[config.mk]
export PLATFORM = sky130hd
export DESIGN_NAME = digit_uart_reporter_flat
export DESIGN_NICKNAME = d
export VERILOG_FILES = /design/src/rtl/uart_pkg.sv /design/src/rtl/digit_uart_reporter_if.sv /design/src/rtl/uart_tx_byte.sv /design/src/rtl/digit_uart_reporter.sv /design/src/flat_wrapper.sv
export SDC_FILE = /design/constraint.sdc
export NUM_CORES = 1
export LEC_CHECK = 0
export ABC_AREA = 1
export BUFFER_PORTS_ARGS = -buffer_cell sky130_fd_sc_hd__buf_4
export CAP_MARGIN = 20
export CORE_UTILIZATION = 60
export CTS_BUF_LIST = sky130_fd_sc_hd__clkbuf_2 sky130_fd_sc_hd__clkbuf_4 sky130_fd_sc_hd__clkbuf_8
export DETAILED_ROUTE_END_ITERATION = 7
export MAX_ROUTING_LAYER = met4
export PLACE_DENSITY = 0.8
export SYNTH_ARGS = -nofsm -noshare
export SYNTH_HDL_FRONTEND = slang
export SYNTH_HIERARCHICAL = 1
export SYNTH_SLANG_ARGS = --single-unit
[constraint.sdc]
create_clock -name clk -period 1.8 [get_ports clk]
set_input_delay 0.27 -clock clk [delete_from_list [all_inputs] [get_ports clk]]
set_output_delay 0.27 -clock clk [all_outputs]
set_load 0.02 [all_outputs]
[src/rtl/uart_pkg.sv]
// Shared constants and FSM encoding for the digit UART reporter.
package uart_pkg;

   localparam logic [7:0] ASCII_ZERO  = 8'h30;
   localparam logic [7:0] ASCII_CR    = 8'h0D;
   localparam logic [7:0] ASCII_LF    = 8'h0A;
   localparam logic [7:0] ASCII_QMARK = 8'h3F;

   localparam int unsigned IDX_W = 2;
   localparam logic [IDX_W-1:0] IDX_LAST = IDX_W'(2);

   typedef enum logic [2:0] {
      ST_IDLE    = 3'd0,
      ST_RD_ADDR = 3'd1,
      ST_RD_WAIT = 3'd2,
      ST_SEND    = 3'd3,
      ST_NEXT    = 3'd4
   } state_e;

   // Decimal digit to ASCII; anything above 9 reports as '?'.
   function automatic logic [7:0] digit_to_ascii(input logic [3:0] d);
      return (d <= 4'd9) ? (ASCII_ZERO + {4'h0, d}) : ASCII_QMARK;
   endfunction

endpackage

[src/rtl/digit_uart_reporter_if.sv]
// Host-facing bundle: start request, RAM read port and UART status.
interface digit_uart_reporter_if;
   logic       start;
   logic       rd_addr;
   logic [7:0] rd_data;
   logic       uart_tx;
   logic       busy;
   logic       done;

   modport slave  (input start, input rd_data,
                   output rd_addr, output uart_tx, output busy, output done);
   modport master (output start, output rd_data,
                   input rd_addr, input uart_tx, input busy, input done);
endinterface

[src/rtl/uart_tx_byte.sv]
// 8N1 serializer. tx_done strobes in the second-to-last stop-bit cycle so the
// caller can chain the next frame with no idle gap (needs CLKS_PER_BIT >= 2).
module uart_tx_byte #(
   parameter int unsigned CLKS_PER_BIT = 868
) (
   input  logic       clk,
   input  logic       rst,
   input  logic       tx_start,
   input  logic [7:0] tx_data,
   output logic       tx,
   output logic       tx_busy,
   output logic       tx_done
);

   localparam int unsigned BAUD_W = (CLKS_PER_BIT > 1) ? $clog2(CLKS_PER_BIT) : 1;
   localparam logic [BAUD_W-1:0] BAUD_LAST = BAUD_W'(CLKS_PER_BIT - 1);
   localparam logic [BAUD_W-1:0] BAUD_PRE  = BAUD_W'(CLKS_PER_BIT - 2);
   localparam logic [3:0] BIT_LAST_DATA = 4'd8;
   localparam logic [3:0] BIT_STOP      = 4'd9;

   logic [BAUD_W-1:0] baud_q, baud_d;
   logic [3:0]        bit_q, bit_d;
   logic [7:0]        shreg_q, shreg_d;
   logic              tx_q, tx_d;
   logic              busy_q, busy_d;
   logic              in_stop_c, last_c;

   assign in_stop_c = busy_q && (bit_q == BIT_STOP);
   assign last_c    = in_stop_c && (baud_q == BAUD_LAST);
   assign tx_done   = in_stop_c && (baud_q == BAUD_PRE);
   assign tx        = tx_q;
   assign tx_busy   = busy_q;

   // A new frame may load while idle or on the final stop-bit cycle.
   always_comb begin
      baud_d  = baud_q;
      bit_d   = bit_q;
      shreg_d = shreg_q;
      tx_d    = tx_q;
      busy_d  = busy_q;
      if (tx_start && (!busy_q || last_c)) begin
         busy_d  = 1'b1;
         baud_d  = '0;
         bit_d   = 4'd0;
         shreg_d = tx_data;
         tx_d    = 1'b0;
      end else if (busy_q) begin
         if (baud_q == BAUD_LAST) begin
            baud_d = '0;
            if (bit_q == BIT_STOP) begin
               busy_d = 1'b0;
            end else begin
               bit_d = bit_q + 4'd1;
               if (bit_q == BIT_LAST_DATA) begin
                  tx_d = 1'b1;
               end else begin
                  tx_d    = shreg_q[0];
                  shreg_d = {1'b0, shreg_q[7:1]};
               end
            end
         end else begin
            baud_d = baud_q + BAUD_W'(1);
         end
      end
   end

   always_ff @(posedge clk) begin
      if (rst) begin
         baud_q  <= '0;
         bit_q   <= 4'd0;
         shreg_q <= 8'h00;
         tx_q    <= 1'b1;
         busy_q  <= 1'b0;
      end else begin
         baud_q  <= baud_d;
         bit_q   <= bit_d;
         shreg_q <= shreg_d;
         tx_q    <= tx_d;
         busy_q  <= busy_d;
      end
   end

endmodule

[src/rtl/digit_uart_reporter.sv]
// Reads the predicted digit from RAM and reports it as ASCII over UART,
// optionally followed by CR LF.
module digit_uart_reporter
   import uart_pkg::*;
#(
   parameter int unsigned CLK_FREQ     = 100_000_000,
   parameter int unsigned BAUD_RATE    = 115200,
   parameter bit          SEND_NEWLINE = 1'b1
) (
   input logic                  clk,
   input logic                  rst,
   digit_uart_reporter_if.slave bus
);

   localparam int unsigned CLKS_PER_BIT = CLK_FREQ / BAUD_RATE;

   state_e           state_q, state_d;
   logic [IDX_W-1:0] idx_q, idx_d;
   logic             busy_q, busy_d;
   logic             done_q, done_d;
   logic             tx_start_c;
   logic [7:0]       tx_data_c;
   logic             tx_c, tx_busy_c, tx_done_c;
   logic             unused_c;

   assign bus.rd_addr = 1'b0;
   assign bus.uart_tx = tx_c;
   assign bus.busy    = busy_q;
   assign bus.done    = done_q;
   assign unused_c    = &{1'b0, bus.rd_data[7:4]};

   uart_tx_byte #(.CLKS_PER_BIT(CLKS_PER_BIT)) u_tx (
      .clk     (clk),
      .rst     (rst),
      .tx_start(tx_start_c),
      .tx_data (tx_data_c),
      .tx      (tx_c),
      .tx_busy (tx_busy_c),
      .tx_done (tx_done_c)
   );

   // The digit byte goes straight from the RAM port into the serializer.
   always_comb begin
      state_d    = state_q;
      idx_d      = idx_q;
      busy_d     = busy_q;
      done_d     = 1'b0;
      tx_start_c = 1'b0;
      tx_data_c  = ASCII_CR;
      unique case (state_q)
         ST_IDLE: begin
            if (bus.start) begin
               state_d = ST_RD_ADDR;
               busy_d  = 1'b1;
            end
         end
         ST_RD_ADDR: state_d = ST_RD_WAIT;
         ST_RD_WAIT: begin
            tx_start_c = 1'b1;
            tx_data_c  = digit_to_ascii(bus.rd_data[3:0]);
            idx_d      = '0;
            state_d    = ST_SEND;
         end
         ST_SEND: begin
            if (tx_done_c || !tx_busy_c) state_d = ST_NEXT;
         end
         ST_NEXT: begin
            if (SEND_NEWLINE && (idx_q < IDX_LAST)) begin
               tx_start_c = 1'b1;
               tx_data_c  = (idx_q == IDX_W'(0)) ? ASCII_CR : ASCII_LF;
               idx_d      = idx_q + IDX_W'(1);
               state_d    = ST_SEND;
            end else begin
               done_d  = 1'b1;
               busy_d  = 1'b0;
               state_d = ST_IDLE;
            end
         end
         default: state_d = ST_IDLE;
      endcase
   end

   always_ff @(posedge clk) begin
      if (rst) begin
         state_q <= ST_IDLE;
         idx_q   <= '0;
         busy_q  <= 1'b0;
         done_q  <= 1'b0;
      end else begin
         state_q <= state_d;
         idx_q   <= idx_d;
         busy_q  <= busy_d;
         done_q  <= done_d;
      end
   end

endmodule

[src/flat_wrapper.sv]
// flat-port wrapper written by rule: the top's interface ports become plain ports
module digit_uart_reporter_flat import uart_pkg::*;
#(
   parameter int unsigned CLK_FREQ     = 100_000_000,
   parameter int unsigned BAUD_RATE    = 115200,
   parameter bit          SEND_NEWLINE = 1'b1
)
  (clk, rst, bus_start, bus_rd_data, bus_rd_addr, bus_uart_tx, bus_busy, bus_done);
  digit_uart_reporter_if bus_i ();
  input logic clk;
  input logic rst;
  input wire logic [$bits(bus_i.start)-1:0] bus_start;
  input wire logic [$bits(bus_i.rd_data)-1:0] bus_rd_data;
  output wire logic [$bits(bus_i.rd_addr)-1:0] bus_rd_addr;
  output wire logic [$bits(bus_i.uart_tx)-1:0] bus_uart_tx;
  output wire logic [$bits(bus_i.busy)-1:0] bus_busy;
  output wire logic [$bits(bus_i.done)-1:0] bus_done;
  assign bus_i.start = bus_start;
  assign bus_i.rd_data = bus_rd_data;
  assign bus_rd_addr = bus_i.rd_addr;
  assign bus_uart_tx = bus_i.uart_tx;
  assign bus_busy = bus_i.busy;
  assign bus_done = bus_i.done;
  digit_uart_reporter #(.CLK_FREQ(CLK_FREQ), .BAUD_RATE(BAUD_RATE), .SEND_NEWLINE(SEND_NEWLINE)) u_core (.clk(clk), .rst(rst), .bus(bus_i));
endmodule
Word-level counts from Yosys, hierarchy flattened
Index checks and enable logic that the tools add are counted.
- output and inout bits: 4
- flip-flop bits (word level): 31
- add/sub/neg operators: 4
- bitwise gates (word level): 2
- magnitude comparators: 2
- muxes and demuxes: 31
- equality and inequality tests: 14
- reduce and logical (&&, ||, !) cells: 21
- operator list (operator ; count):
    2-to-1 mux 8 bit ; 7
    == test 10 bit, second input constant ; 2
    one-hot mux 8 bit (2 select lines) ; 1
    one-hot mux 3 bit (5 select lines) ; 1
    2-to-1 mux 1 bit ; 13
    adder 10 x 1 -> 10 bit, second input constant ; 1
    2-to-1 mux 10 bit ; 1
    2-to-1 mux 3 bit ; 3
    AND reduction 3 bit ; 3
    == test 4 bit, second input constant ; 2
    nonzero test 2 bit ; 4
    adder 6 x 4 -> 7 bit, first input constant ; 1
    == test 3 x 2 -> 1 bit, second input constant ; 2
    inequality test 2 x 1 -> 1 bit, second input constant ; 3
    inequality test 2 bit, second input constant ; 3
    adder 4 x 1 -> 4 bit, second input constant ; 1
    <= comparator 4 bit, second input constant ; 1
    logical AND 1 bit ; 4
    2-to-1 mux 2 bit ; 2
    one-hot mux 1 bit (2 select lines) ; 2
    one-hot mux 2 bit (2 select lines) ; 1
    AND reduction 2 bit ; 2
    AND reduction 4 bit ; 1
    OR reduction 2 bit ; 2
    other kinds (9) ; 11

Depth between registers and ports, before layout
Gate-level depths: netlist of the first run.
- word-level depth: 7
- mapped depth: 11
- gate-level depth less buffers: 10

Modules after synthesis
Netlist of the first run, hierarchy kept.
- modules (own cells, without submodules) (module ; area each (um2) ; cells an instance ; sequential area each (um2) ; times used):
    uart_tx_byte ; 1402.6 ; 183 ; 480.5 ; 1
    digit_uart_reporter ; 424.2 ; 67 ; 140.1 ; 1

Least setup slack after synthesis of the first run
OpenSTA, ideal clock, no wires.
- path kind: register to register
- start point: register u_core.u_tx.baud_q[1]
- end point: register u_core.u_tx.tx_q (netlist: u_core/u_tx/tx)
- period minus slack after synthesis: 1.448 ns
- required time: 1.683 ns
- cell stages (with the launch flop): 9
- setup slack: 0.352 ns
- arrival time: 1.331 ns
- cells stage by stage: dfxtp_1 > ha_1 > nand3_2 > nor2_4 > nand2_1 > nor2_4 > nand2_4 > o211ai_2 > nand2_1
- word-level cells in the longest chain between the ends: 6
- elaborated cells between the ends (all ways): 9
- classes of those cells: eq/ne: 2; mux: 1; reduce/logical: 6
- RTL lines (element ; line ; text):
    start, declared ; uart_tx_byte.sv:21 ; logic [BAUD_W-1:0] baud_q, baud_d;
    start signal, assigned ; uart_tx_byte.sv:75 ; baud_q <= baud_d;
    == test 10 bit (*) ; uart_tx_byte.sv:29, uart_tx_byte.sv:48 ;
    logical AND 1 bit ; uart_tx_byte.sv:29 ; assign last_c = in_stop_c && (baud_q == BAUD_LAST);
    logical OR 1 bit ; uart_tx_byte.sv:41 ; if (tx_start && (!busy_q || last_c)) begin
    logical AND 1 bit ; uart_tx_byte.sv:41 ;
    inequality test 2 x 1 -> 1 bit (no line) / nonzero test 2 bit (equally long branches) ; n/a ;
    AND reduction 3 bit (no line) ; n/a ;
    end signal, assigned ; uart_tx_byte.sv:78 ; tx_q <= tx_d;
    end, declared ; uart_tx_byte.sv:24 ; logic tx_q, tx_d;
Mark *: on every way between the ends. The rest lies on a longest branch, timed or not.
A chain may end at the register's enable or synchronous reset.

Worst setup path after layout of the first run
Ends and elaborated chain as after synthesis.

==> results of run 1 <==
==> per-layer routing <==
metal,GRT usage,share of wire
met5,-,0
met4,0.0523,0.010
met3,0.0680,0.028
met2,0.373,0.48
met1,0.278,0.48
==> sequential cells by signal, indices dropped and copies added, names as in the netlist <==
| signal | flops |
|---|---|
| u_core/u_tx/shreg_q | 8 |
| u_core/bus.busy | 1 |
| u_core/idx_q | 2 |
| u_core/bus.done | 1 |
| u_core/u_tx/tx_busy | 1 |
| u_core/u_tx/bit_q | 4 |
| u_core/state_q | 3 |
| u_core/u_tx/baud_q | 10 |
| u_core/u_tx/tx | 1 |
==> worst register-to-register path, cell delays in order (launching register included) <==
cell      delay, ns
dfxtp_1        0.39
ha_2           0.25
nand3_2        0.10
nor2_4         0.13
nand2_1        0.10
nor2_4         0.20
nand2_4        0.13
o211ai_2       0.15
nand2_1        0.06
==> kinds of logic after synthesis <==
logic type	share of synthesized area
compound gates	0.0705
xor+xnor	0.0288
fa+ha+maj	0.0411
buf+inv	0.0870
flops	0.340
other cells	0.00205
simple gates	0.431
==> cell type report <==
cell class                      count  area (sq um)
Clock inverter                      1          5.00
Multi-Input combinational cell    184          1060
Timing Repair Buffer               12          90.1
Tap cell                           31          38.8
Clock buffer                        6          51.3
Inverter                           32           120
Sequential cell                    31           621
Fill cell                         242           841
==> cells in the final DEF (no fill, tap or decap), types with 3 or more instances in the layout <==
master and instances:
nand4_1 9, nor2_2 4, nand3_2 8, ha_1 5
nand2_1 53, o21ai_1 3, nor2_4 4, nor3_1 4
nor2_1 26, a21oi_1 17, buf_4 12, inv_2 8
nand3_1 18, dfxtp_1 31, xor2_1 5, clkbuf_4 5
nand3b_1 8, nand2_2 5, conb_1 3, inv_1 24
==> power groups by stage <==
stage / Combinational, mW / Sequential [mW] / Clock, mW
global route: 0.351 / 0.778 / 0.460
CTS: 0.312 / 0.771 / 0.427
floorplan: 0.254 / 0.783 / 0
detailed placement: 0.311 / 0.786 / 0
finish: 0.314 / 0.771 / 0.414
global placement: 0.307 / 0.786 / 0
==> per-stage QoR <==
stage          hold WS, ns  total power [mW]  instance area, sq um  setup WS [ns]  std cells
2_1_floorplan        0.339              1.04                  1830          0.352        252
3_3_place_gp         0.453              1.09                  1920          0.180        290
3_5_place_dp         0.456              1.10                  1920          0.142        290
4_1_cts              0.209              1.51                  1980          0.124        297
5_1_grt              0.200              1.59                  1990         0.0447        297
6_report             0.220              1.50                  1990          0.175        297
==> worst paths after layout <==
check	start	cells past startpoint	to
worst max-delay path	u_core/u_tx/baud_q[1]	8	u_core/u_tx/tx
worst min-delay path	rst	2	u_core/u_tx/shreg_q[5]
worst max register to register	u_core/u_tx/baud_q[1]	8	u_core/u_tx/tx
worst min register to register	u_core/bus.busy	2	u_core/bus.busy
==> repair_timing <==
action                     CTS  global route
hold endpoints to repair     0             0
setup buffers                0             0
gates resized for setup      0             2
setup endpoints to repair    0             4
==> impl_metrics.tcl, run 1 <==
set metrics [dict create \
    status "finished, final reports clean" \
    hpwl_mm 2.48 \
    finalCritPeriodShare 0.903 \
    die_x_microns 57.2 \
    required_ns 2.02 \
    seq_power_share 0.514 \
    syn_to_final_growth_pct 8.84 \
    timing.final.hold_violations 0 \
    setup_viol 0 \
    start_util 0.646 \
    end_kind "flip-flop" \
    core_area_sq_um 2830 \
    synth.top_cell.area_share 0.340 \
    fmax_mhz 615 \
    vias 1596 \
    ys_top_cells_by_count "53 x nand2_1, 31 x dfxtp_1, 26 x nor2_1" \
    cp.arrival_ns 1.85 \
    crit_fanout 9 \
    hold_class "in -> reg" \
    via_per_inst 5.37 \
    utilization 0.703 \
    die-area_sq_um 3270 \
    insertion_delay_ns 0.32 \
    peakVddDrop_uv 497 \
    cts.sinks 31 \
    nets 283 \
    grt_pass1_vias 1398 \
    drt_pass1_iterations 4 \
    syn_avg_cell_area_sq_um 7.31 \
    ctsHoldBuffers 0 \
    fp-row-count 19 \
    grt_max_degree 20 \
    startpoint_type "flip-flop" \
    comb_power_share 0.210 \
    r2r_setup_slack_ns 0.18 \
    overflow 0 \
    cts_buffers 5 \
    worst-path-buf-inv 0 \
    slowest_delay_ns 0.39 \
    tns_ns 0 \
    io_buffers 9 \
    synth_most_common_cell "nand2_1" \
    syn-cell-area_sq_um 1830 \
    wl_mm 3.37 \
    drc 0 \
    synth_area_leader_cell "dfxtp_1" \
    slew_violations 0 \
    syn_inst 250 \
    ys_ff_latch 31 \
    critPathTopFamily "simple AND/OR/NAND/NOR gates" \
    max_cap_violations 0 \
    yosysUniqueCellTypes 30 \
    crit_chain "ha_2 -> nand3_2 -> nor2_4 -> nand2_1 -> nor2_4 -> nand2_4 -> o211ai_2 -> nand2_1" \
    min_period_ns 1.62 \
    critPathKind "reg -> reg" \
    post_drt_wl_per_cell_microns 11.4 \
    synthTopCellsByArea "dfxtp_1 34%, nand2_1 11%, nor2_1 5.3%" \
    synth-async-reset-ratio 0 \
    p_sw_frac 0.310 \
    antenna_found_initial 0 \
    leakage_nw 0.839 \
    n_antenna_cell 0 \
    synth_warnings 6 \
    cts.path.max_buffers 2 \
    die_h_microns 57.2 \
    finalClockSkew_ns 0.00499 \
    drtIter0Drc 78 \
    grt_pass1_wl_mm 5.63 \
    synth_ff_type "dfxtp_1" \
    ant_nets 0 \
    pin_count 15 \
    crit_path_top_delay_cell "dfxtp_1" \
    clkTransAtPathRegs_ns 0.10 \
    clock_power_share 0.276 \
    track_usage 0.228 \
    power.density_nw_per_um2 754 \
    intPower_mw 1.04 \
    drive_gt1_frac 0.211 \
    ctsHtreeMaxLevel 2 \
    clockRootBuffer "clkbuf_4" \
    p_sw_mw 0.464 \
    rsz0062_at_grt "false" \
    cts_tree "yes" \
    seq_area_frac_synth 0.340 \
    gp_congestion 0.793 \
    synth_edf_count 0 \
]
Power figures use the tool's default switching activity.
==> run 2, diff against run 1 <==
--- a/config.mk
+++ b/config.mk
@@ -8,11 +8,10 @@
 export ABC_AREA = 1
 export BUFFER_PORTS_ARGS = -buffer_cell sky130_fd_sc_hd__buf_4
 export CAP_MARGIN = 20
-export CORE_UTILIZATION = 60
+export CORE_UTILIZATION = 43
 export CTS_BUF_LIST = sky130_fd_sc_hd__clkbuf_2 sky130_fd_sc_hd__clkbuf_4 sky130_fd_sc_hd__clkbuf_8
 export DETAILED_ROUTE_END_ITERATION = 7
 export MAX_ROUTING_LAYER = met4
-export PLACE_DENSITY = 0.8
 export SYNTH_ARGS = -nofsm -noshare
 export SYNTH_HDL_FRONTEND = slang
 export SYNTH_HIERARCHICAL = 1
==> impl_metrics.tcl, run 2 (synthesis results as in run 1) <==
set metrics [dict create \
    start_util 0.453 \
    n_antenna_cell 0 \
    ctsHoldBuffers 0 \
    hpwl_mm 2.53 \
    die_x_microns 67.2 \
    comb_power_share 0.194 \
    leakage_nw 0.846 \
    io_buffers 9 \
    cts_tree "yes" \
    min_period_ns 1.66 \
    highest_layer "met4" \
    setup_viol 0 \
    drt_pass1_iterations 4 \
    tns_ns 0 \
    post_drt_wl_per_cell_microns 10.7 \
    grt_pass1_vias 1393 \
    cts_buffers 5 \
    vias 1563 \
    grt_max_degree 20 \
    wl_mm 3.38 \
    drive_gt1_frac 0.200 \
    status "finished, final reports clean" \
    worst-path-buf-inv 0 \
    fillers 420 \
    final_cells 315 \
    post_dp_cell_area_sq_um 1950 \
    grt_pass1_wl_mm 6.01 \
    slew_violations 0 \
    cts.sinks 31 \
    overflow 0 \
    fp-row-count 23 \
    crit_path_top_delay_cell "dfxtp_1" \
    wl_met1_mm 1.70 \
    ctsHtreeMaxLevel 2 \
    reg.largest.list "u_core/u_tx/baud_q (10), u_core/u_tx/shreg_q (8), u_core/u_tx/bit_q (4)" \
    seq_power_share 0.484 \
    ant_nets 0 \
    startpoint_type "flip-flop" \
    dr_wl_met3_microns 123 \
    critPathKind "reg -> reg" \
    utilization 0.502 \
    critPathTopFamily "simple AND/OR/NAND/NOR gates" \
    drtIter0Drc 81 \
    p_sw_frac 0.294 \
    finalClockSkew_ns 0.00309 \
    crit_chain "ha_1 -> nand3_2 -> nor2_4 -> nand2_1 -> nor2_4 -> nand2_4 -> o211ai_2 -> nand2_1" \
    required_ns 1.97 \
    max_cap_violations 0 \
    cts_setup_buffers 0 \
    dr_wl_met2_mm 1.51 \
    rsz0062_at_grt "false" \
    drc 0 \
    clockRootBuffer "clkbuf_8" \
    slowest_delay_ns 0.37 \
    insertion_delay_ns 0.28 \
    final_common_cell "nand2_1" \
    dp_cells 309 \
    final_cell_mix "53 x nand2_1, 31 x dfxtp_1, 26 x nor2_1" \
    p_total_mw 1.60 \
    peakVddDrop_uv 420 \
    largest_reg_flops 10 \
    pin_count 15 \
    area.sequential_sq_um 621 \
    cts.path.max_buffers 2 \
    die-area_sq_um 4510 \
    track_usage 0.183 \
    antenna_found_initial 0 \
    cp.arrival_ns 1.83 \
    fmax_mhz 603 \
    regMostFlops "u_core/u_tx/baud_q" \
    multiInputGateArea_sq_um 1050 \
    clock_power_share 0.321 \
    final_area_sq_um 2020 \
    post_cts_resized 0 \
    intPower_mw 1.13 \
    die_h_microns 67.2 \
    nets 283 \
    finalCritPeriodShare 0.922 \
    core_area_sq_um 4030 \
    hold_class "in -> reg" \
    clkTransAtPathRegs_ns 0.06 \
    syn_to_final_growth_pct 10.8 \
    via_per_inst 4.96 \
    p_sw_mw 0.468 \
    crit_fanout 9 \
    power.density_nw_per_um2 788 \
    end_kind "flip-flop" \
    gp_congestion 0.794 \
    timing.final.hold_violations 0 \
]
run 2: cell count changes in the layout (fill, tap and decap cells not counted):
| cell | before | now |
|---|---|---|
| ha_2 | 1 | 0 |
| ha_1 | 5 | 6 |
| nand3_2 | 8 | 7 |
| nand3_1 | 18 | 19 |
| clkbuf_4 | 5 | 1 |
| clkinv_2 | 1 | 0 |
| clkbuf_8 | 1 | 5 |
run 2: cell type report:
class,count,area share
Clock buffer,6,0.0377
Inverter,32,0.0593
Multi-Input combinational cell,184,0.521
Sequential cell,31,0.307
Tap cell,50,0.0309
Timing Repair Buffer,12,0.0445
run 2: path summary, 6_finish.rpt:
check                         from                endpoint  slack (ns)  depth (start not counted)
min reg2reg        u_core/bus.busy         u_core/bus.busy        0.47                          2
max          u_core/u_tx/baud_q[1]          u_core/u_tx/tx        0.14                          8
min                            rst  u_core/u_tx/shreg_q[0]        0.27                          2
max reg2reg  u_core/u_tx/baud_q[1]          u_core/u_tx/tx        0.14                          8
run 2: per-stage QoR:
step           hold slack, ns  worst slack, ns
4_1_cts                 0.262            0.125
2_1_floorplan           0.339            0.352
3_3_place_gp            0.457            0.154
6_report                0.271            0.141
3_5_place_dp            0.459            0.151
5_1_grt                 0.271          0.00631
run 2: power groups by stage:
stage / combinational [mW] / clock, mW / sequential (mW)
floorplan: 0.254 / 0 / 0.783
detailed placement: 0.312 / 0 / 0.787
finish: 0.310 / 0.513 / 0.772
global route: 0.354 / 0.561 / 0.778
global placement: 0.311 / 0 / 0.787
CTS: 0.313 / 0.534 / 0.773
run 2: metal layers:
| metal | GRT usage | up-vias |
|---|---|---|
| met5 | - | - |
| met4 | 0.0718 | 0 |
| met3 | 0.0507 | 5 |
| met2 | 0.291 | 23 |
| met1 | 0.217 | 704 |
| li1 | - | 831 |
==> run 3, diff against run 2 <==
--- a/config.mk
+++ b/config.mk
@@ -8,10 +8,13 @@
 export ABC_AREA = 1
 export BUFFER_PORTS_ARGS = -buffer_cell sky130_fd_sc_hd__buf_4
 export CAP_MARGIN = 20
+export CELL_PAD_IN_SITES_DETAIL_PLACEMENT = 1
+export CELL_PAD_IN_SITES_GLOBAL_PLACEMENT = 1
 export CORE_UTILIZATION = 43
 export CTS_BUF_LIST = sky130_fd_sc_hd__clkbuf_2 sky130_fd_sc_hd__clkbuf_4 sky130_fd_sc_hd__clkbuf_8
 export DETAILED_ROUTE_END_ITERATION = 7
 export MAX_ROUTING_LAYER = met4
+export PLACE_DENSITY_LB_ADDON = 0.1
 export SYNTH_ARGS = -nofsm -noshare
 export SYNTH_HDL_FRONTEND = slang
 export SYNTH_HIERARCHICAL = 1
==> impl_metrics.tcl, run 3 (synthesis results as in run 1) <==
set metrics [dict create \
    ctsHtreeMaxLevel 2 \
    status "finished, final reports clean" \
    drive_gt1_frac 0.213 \
    crit_fanout 9 \
    timing.final.ws_setup_ns 0.183 \
    grt_pass1_wl_mm 6.92 \
    fp-row-count 23 \
    fmax_mhz 619 \
    fillers 537 \
    dp_cells 309 \
    largest_reg_flops 10 \
    intPower_mw 1.22 \
    leakage_nw 0.863 \
    cts_buffers 5 \
    slowest_delay_ns 0.42 \
    cts.path.max_buffers 2 \
    hpwl_mm 2.96 \
    holdWs_ns 0.261 \
    drtIter0Drc 43 \
    pin_count 15 \
    io_buffers 9 \
    final_common_cell "nand2_1" \
    timing.final.hold_violations 0 \
    ant_nets 0 \
    slew_violations 0 \
    multiInputGateArea_sq_um 1070 \
    clkTransAtPathRegs_ns 0.07 \
    end_kind "flip-flop" \
    min_period_ns 1.62 \
    grt_pass1_vias 1557 \
    nets 284 \
    grt_max_degree 20 \
    cts_tree "yes" \
    hold_class "in -> reg" \
    final_cells 318 \
    gp_congestion 0.798 \
    final_cell_mix "53 x nand2_1, 31 x dfxtp_1, 26 x nor2_1" \
    tns_ns 0 \
    die-area_sq_um 4510 \
    required_ns 2.03 \
    comb_power_share 0.185 \
    r2r_setup_slack_ns 0.18 \
    post_drt_wl_per_cell_microns 12.4 \
    clockRootBuffer "clkbuf_8" \
    setup_viol 0 \
    insertion_delay_ns 0.29 \
    p_sw_mw 0.506 \
    cp.arrival_ns 1.84 \
    vias 1582 \
    area.sequential_sq_um 621 \
    finalCritPeriodShare 0.898 \
    start_util 0.453 \
    regMostFlops "u_core/u_tx/baud_q" \
    clock_power_share 0.365 \
    n_antenna_cell 0 \
    core_area_sq_um 4030 \
    die_h_microns 67.2 \
    syn_to_final_growth_pct 13.4 \
    power.density_nw_per_um2 832 \
    track_usage 0.210 \
    seq_power_share 0.451 \
    drt_pass1_iterations 4 \
    die_x_microns 67.2 \
    wl_mm 3.95 \
    startpoint_type "flip-flop" \
    overflow 0 \
    cts.sinks 31 \
    p_sw_frac 0.293 \
    critPathKind "reg -> reg" \
    antenna_found_initial 0 \
    reg.largest.list "u_core/u_tx/baud_q (10), u_core/u_tx/shreg_q (8), u_core/u_tx/bit_q (4)" \
    drc 0 \
    crit_chain "ha_4 -> nand3_2 -> nor2_4 -> nand2_1 -> nor2_4 -> nand2_4 -> nand3_2 -> nand3_1 -> nor2_2" \
    crit_path_top_delay_cell "dfxtp_1" \
    finalClockSkew_ns 0.00515 \
    peakVddDrop_uv 541 \
    max_cap_violations 0 \
    via_per_inst 4.97 \
    dp_slack_ns 0.102 \
]
## run 3: cell types whose count changed in the layout (fill, tap and decap cells not counted)
cell	previous run	this run
clkbuf_8	5	7
ha_4	0	1
ha_1	6	5
buf_4	12	13
## run 3: worst max-delay path, delay by kind of cell (launching register included)
family / cells / cell delay, ns
flip-flops: 1 / 0.42
AND/OR/NAND/NOR: 8 / 0.94
adder cells (fa/ha/maj): 1 / 0.19
## run 3: final timing paths
path / start / end / depth (start not counted)
worst max-delay path: u_core/u_tx/baud_q[1] / u_core/u_tx/shreg_q[6] / 9
worst min-delay path: rst / u_core/u_tx/shreg_q[5] / 2
worst max register to register: u_core/u_tx/baud_q[1] / u_core/u_tx/shreg_q[6] / 9
worst min register to register: u_core/bus.busy / u_core/bus.busy / 2
## run 3: what timing repair did
action | in CTS | in global routing
endpoints found under the setup margin | 0 | 19
buffers inserted | 0 | 1
resized for setup | 0 | 2
hold buffers | 0 | 0
## run 3: layout make-up
| cell class | count | area share |
|---|---|---|
| Sequential cell | 31 | 0.300 |
| Inverter | 32 | 0.0580 |
| Clock buffer | 8 | 0.0501 |
| Tap cell | 50 | 0.0302 |
| Timing Repair Buffer | 13 | 0.0471 |
| Multi-Input combinational cell | 184 | 0.515 |
## run 3: stage by stage
step | area [sq um] | total power [mW] | utilization
floorplan | 1830 | 1.04 | -
global route | 2070 | 1.82 | 0.514
CTS | 2050 | 1.75 | 0.509
detailed placement | 1950 | 1.11 | 0.484
global placement | 1950 | 1.10 | 0.484
finish | 2070 | 1.72 | 0.514
## run 3: power by group through the flow
stage	Clock (mW)	Combinational [mW]	Sequential [mW]
after global routing	0.674	0.359	0.785
final	0.629	0.319	0.777
after floorplan	0	0.254	0.783
after detailed placement	0	0.318	0.790
after global placement	0	0.312	0.788
after CTS	0.659	0.321	0.775
## run 3: metal layers
layer,routed length [microns],track usage,share of wire
met5,0,-,0
met4,65,0.0798,0.016
met3,106,0.0507,0.027
met2,1830,0.334,0.46
met1,1950,0.254,0.49
